File: config.mk
export PLATFORM = sky130hd
export DESIGN_NAME = mem_bus_responder
export DESIGN_NICKNAME = d
export VERILOG_FILES = /design/src/rtl/mem_bus_responder.sv
export SDC_FILE = /design/constraint.sdc
export NUM_CORES = 1
export LEC_CHECK = 0
export CAP_MARGIN = 30
export CORE_ASPECT_RATIO = 0.75
export CORE_MARGIN = 5
export CORE_UTILIZATION = 32
export CTS_BUF_LIST = sky130_fd_sc_hd__clkbuf_16
export CTS_CLUSTER_DIAMETER = 100
export CTS_CLUSTER_SIZE = 40
export DETAILED_ROUTE_END_ITERATION = 8
export PLACE_DENSITY = 0.51
export REMOVE_ABC_BUFFERS = 1
export SYNTH_ARGS = -nofsm -noshare
export SYNTH_HDL_FRONTEND = slang
export SYNTH_SLANG_ARGS = --single-unit
export TNS_END_PERCENT = 20
File: constraint.sdc
create_clock -name clk -period 8.7 [get_ports clk]
set_clock_uncertainty 0.15 [all_clocks]
set_input_delay 1.305 -clock clk [delete_from_list [all_inputs] [get_ports clk]]
set_output_delay 1.305 -clock clk [all_outputs]
set_load 0.01 [all_outputs]
File: src/rtl/mem_bus_responder.sv
// Memory-side bus responder: word RAM behind a request FSM that inserts
// WAIT_STATES wait cycles and reports completion via ready/busy/err.
module mem_bus_responder #(
    parameter int unsigned MAX_WIDTH   = 8,
    parameter int unsigned DEPTH       = 200,
    parameter int unsigned WAIT_STATES = 2
) (
    input  logic                 clk,
    input  logic                 rst,
    input  logic [MAX_WIDTH-1:0] addr_b,
    input  logic [MAX_WIDTH-1:0] wr_data,
    input  logic                 rd_req,
    input  logic                 wr_req,
    output logic [MAX_WIDTH-1:0] rd_data,
    output logic                 ready,
    output logic                 busy,
    output logic                 err
);

    localparam int unsigned CNT_W = 4;
    localparam int unsigned AW    = (DEPTH > 1) ? $clog2(DEPTH) : 1;

    typedef enum logic [1:0] {
        S_IDLE,
        S_WAIT,
        S_ACCESS,
        S_DONE
    } state_t;

    state_t               state, state_nxt;
    logic [CNT_W-1:0]     cnt, cnt_nxt;
    logic [MAX_WIDTH-1:0] addr_q, addr_nxt;
    logic [MAX_WIDTH-1:0] data_q, data_nxt;
    logic                 is_wr_q, is_wr_nxt;
    logic [MAX_WIDTH-1:0] rd_data_nxt;
    logic                 ready_nxt, busy_nxt, err_nxt;
    logic                 mem_we_c;
    logic                 in_range_c;

    logic [MAX_WIDTH-1:0] mem [DEPTH];

    // Addresses are checked against DEPTH, never folded.
    assign in_range_c = (32'(addr_q) < DEPTH);

    // State and registered outputs; RAM contents are deliberately not reset.
    always_ff @(posedge clk or negedge rst) begin
        if (!rst) begin
            state   <= S_IDLE;
            cnt     <= '0;
            addr_q  <= '0;
            data_q  <= '0;
            is_wr_q <= 1'b0;
            rd_data <= '0;
            ready   <= 1'b0;
            busy    <= 1'b0;
            err     <= 1'b0;
        end else begin
            state   <= state_nxt;
            cnt     <= cnt_nxt;
            addr_q  <= addr_nxt;
            data_q  <= data_nxt;
            is_wr_q <= is_wr_nxt;
            rd_data <= rd_data_nxt;
            ready   <= ready_nxt;
            busy    <= busy_nxt;
            err     <= err_nxt;
        end
    end

    // Write only happens on the ACCESS exit edge, so a reset aborts it.
    always_ff @(posedge clk) begin
        if (mem_we_c) begin
            mem[AW'(addr_q)] <= data_q;
        end
    end

    // Next-state and next-output logic.
    always_comb begin
        state_nxt   = state;
        cnt_nxt     = cnt;
        addr_nxt    = addr_q;
        data_nxt    = data_q;
        is_wr_nxt   = is_wr_q;
        rd_data_nxt = rd_data;
        ready_nxt   = 1'b0;
        busy_nxt    = 1'b0;
        err_nxt     = 1'b0;
        mem_we_c    = 1'b0;

        case (state)
            S_IDLE: begin
                if (rd_req ^ wr_req) begin
                    addr_nxt  = addr_b;
                    data_nxt  = wr_data;
                    is_wr_nxt = wr_req;
                    cnt_nxt   = CNT_W'(WAIT_STATES);
                    state_nxt = (WAIT_STATES > 0) ? S_WAIT : S_ACCESS;
                end else if (rd_req && wr_req) begin
                    err_nxt = 1'b1;
                end
            end
            S_WAIT: begin
                cnt_nxt = cnt - CNT_W'(1);
                if (cnt == CNT_W'(1)) begin
                    state_nxt = S_ACCESS;
                end
            end
            S_ACCESS: begin
                ready_nxt = 1'b1;
                state_nxt = S_DONE;
                if (in_range_c) begin
                    if (is_wr_q) begin
                        mem_we_c = 1'b1;
                    end else begin
                        rd_data_nxt = mem[AW'(addr_q)];
                    end
                end else begin
                    err_nxt = 1'b1;
                    if (!is_wr_q) begin
                        rd_data_nxt = '0;
                    end
                end
            end
            S_DONE: begin
                state_nxt = S_IDLE;
            end
            default: begin
                state_nxt = S_IDLE;
            end
        endcase

        busy_nxt = (state_nxt != S_IDLE);
    end

endmodule

==> run summary <==
• **outcome** finished, final reports clean
• **kind of cell with the highest combined delay on the critical path** buffers and inverters
• **maximum clock rate** 0.219 GHz
• **Worst Max-Slew Pin Slew** 1150 ps
• **number of clock sinks** 1634
• **Clock Path Buffers** 3
• **final hold violations** 0
• **maximum resistive drop on vdd** 0.000361 V
• **leading register cell type out of synthesis** sky130_fd_sc_hd__edfxtp_1
• **final wirelength** 168000 um
• **Storage cell area** 0.0489 mm2
• **min-delay worst type** flop to flop
• **Min Clock Period, post-route** 4560 ps
• **Period Utilization, post-route** 0.524
• **post-synthesis async set-or-reset flop share** 0.0208
• **crit path launch type** flop
• **final routed DRC violation total** 0
• **CTS tree** done
• **number of core rows** 141
• **Synth Register Bits** 1634
• **via count of the routed design** 29900
• **Die Y-Extent** 396 um
• **kind of critical path** flop to flop
• **post-synth cell types** 50
• **critical path's largest stage delay** 760 ps
• **Routability Congestion** 0.789
• **length of the first detailed-routing pass in iterations** 5
• **global-route wire length before repair** 237000 um
• **final count of negative-setup-slack endpoints** 0
• **growth of design area from synthesis to finish** 7.81%
• **deepest level of the CTS H-tree** 2
• **total of fill cells in the finished design** 18200
• **leakage power** 20.1 nW
• **CTS buffer count** 48
• **share of post-route cells with drive strength above 1** 0.201
• **Clock Pin Slew Worst Setup and Hold Paths** 150 ps
• **Core Footprint** 0.197 mm2
• **initial DRC count** 3781
• **post-layout net count** 2969
• **max_slew headroom** 0.231
• **HPWL Detailed** 104000 um
• **Vias/cell** 5.32
• **synthesized area divided by synthesized cell count** 21.4 um2
• **Clock Root Buffer** sky130_fd_sc_hd__clkbuf_16
• **total power density per cell area** 306 mW/mm2
• **Die Wd** 524 um
• **post-CTS resize count** 0
• **Final Instance Area** 0.0684 mm2
• **Die ar.** 0.207 mm2
• **placed instance area** 0.0669 mm2
• **antenna viol nets, final** 0
• **antenna violations before repair** 8
• **via count of the first global-routing pass** 29400
• **number of buffers inserted for hold repair after clock tree synthesis** 0
• **Cell Chain, Critical Path** buf_12, buf_4, mux4_2, mux2_2, o221ai_1, a221oi_1, a2111oi_0, o21ai_1
• **largest net degree at the start of global routing** 150
• **highest-delay cell along the critical path** sky130_fd_sc_hd__buf_4
• **clock insertion delay at the later pin of the skew report** 710 ps
• **final core occ** 0.347
• **maximum fanout along the worst path** 85
• **Initial Utilization** 0.322
• **GRT Overall Usage** 0.159
• **final-report max-slew violation count** 0
• **gate count of the mapped netlist** 2966
• **sequential fraction of the synthesis area** 0.771
• **max_cap viols** 0
• **final global-route overflow total** 0
• **worst path required time** 9130 ps
• **post-DR wirelength/cell** 29.9 um
• **crit end category** flop
• **post-synthesis instance area** 0.0634 mm2
• **Post-CTS Setup Inserts** 0
• **multi-input combinational cell area** 0.0137 mm2
• **number of buffer and inverter instances along the worst setup path** 2
• **number of I/O port buffers** 30
• **sum of internal, switching and leakage power** 0.0209 W
• **number of enable flip-flop cells after synthesis** 1600
• **Arrival @ worst endpoint** 4990 ps
• **setup repair after global routing missed its margin** no
• **number of top-level pins** 31
• **synth warn** 0
[kinds of logic (layout without fill, tap and decap cells)]
kind of cell | Yosys count | in the layout | synth area share
AND/OR/NAND/NOR | 438 | 438 | 0.0296
flip-flops | 1634 | 1634 | 0.771
multiplexers | 518 | 518 | 0.162
buffers and inverters | 183 | 185 | 0.0143
other | 0 | 2 | 0
adder cells (fa/ha/maj) | 3 | 3 | 0.000592
AO/OA/AOI/OAI | 190 | 190 | 0.0223
[path summary, 6_finish.rpt]
kind                           start          to  slack (ps)  depth (start not counted)
min in group asynchronous        rst   data_q[1]         500                          2
hold reg to reg               cnt[0]      cnt[0]         410                          1
max in group asynchronous        rst   addr_q[3]        7340                          2
hold / removal                cnt[0]      cnt[0]         410                          1
setup reg to reg           addr_q[0]  rd_data[5]        4140                          8
setup / recovery           addr_q[0]  rd_data[5]        4140                          8
[cell type report]
class,instances,area share
timing repair buffer,107,0.0150
clock buffer,49,0.0179
tap,2645,0.0484
inverter,6,0.000348
sequential,1634,0.716
multi-input combinational,1149,0.200
antenna,2,0.0000732
clock inverter,23,0.00269
[synth_stat cells (all sizes together) (6+ instances only)]
master,count,area share
edfxtp,1600,0.76
nand4,6,0.00059
nand2,106,0.0063
or3,12,0.0012
nor2,238,0.014
o221ai,29,0.0040
nor2b,11,0.0011
mux2i,80,0.013
nand2b,8,0.00079
dfrtp,34,0.013
nand3,20,0.0016
nor3,10,0.00079
o22ai,27,0.0027
a221oi,18,0.0025
a31oi,17,0.0017
o21ai,30,0.0024
a32oi,21,0.0029
a22oi,12,0.0014
buf,114,0.010
mux2,32,0.0057
mux4,406,0.14
clkbuf,63,0.0037
o22a,7,0.00097
[report_power, final]
part	leakage (nW)	switching (W)	internal, W
registers	14.8	0.000683	0.00990
logic	4.56	0.00444	0.00248
clock network	0.743	0.00231	0.00109
[state kept, by name, summed over array words and instances (netlist names)]
register and count:
err 1, cnt 4, busy 1, data_q 8, ready 1, mem 1600, is_wr_q 1, rd_data 8
addr_q 8, state 2
[layer usage]
layer / up-vias / GRT usage / share of wire
met3: 128 / 0.0224 / 0.071
met4: 2 / 0.0253 / 0.017
met2: 1105 / 0.226 / 0.43
li1: 12200 / - / -
met5: - / 0 / 0.00011
met1: 16400 / 0.261 / 0.48
[through the flow]
stage	hold slack (ps)	setup TNS [ps]	worst slack [ps]	std cells
final	408	0	4140	5615
after detailed placement	396	0	4010	5537
after floorplan	349	-8468720	-8830	2789
after global routing	458	0	3800	5613
after CTS	420	0	4020	5609
after global placement	387	0	3410	5525
[cells in the final DEF (no fill, tap or decap), types with 27 or more instances in the layout]
master                            netlist  routed
sky130_fd_sc_hd__buf_4                 28      62
sky130_fd_sc_hd__clkbuf_16              0      49
sky130_fd_sc_hd__clkdlybuf4s50_1        0      29
sky130_fd_sc_hd__edfxtp_1            1600    1600
sky130_fd_sc_hd__mux2_2                32      32
sky130_fd_sc_hd__mux2i_1               80      80
sky130_fd_sc_hd__mux4_2               406     406
sky130_fd_sc_hd__nand2_1              106     104
sky130_fd_sc_hd__nor2_1               238     237
sky130_fd_sc_hd__o21ai_0               29      29
sky130_fd_sc_hd__o221ai_1              29      29
sky130_fd_sc_hd__o22ai_1               27      27
(Power assumes the default switching activity.)
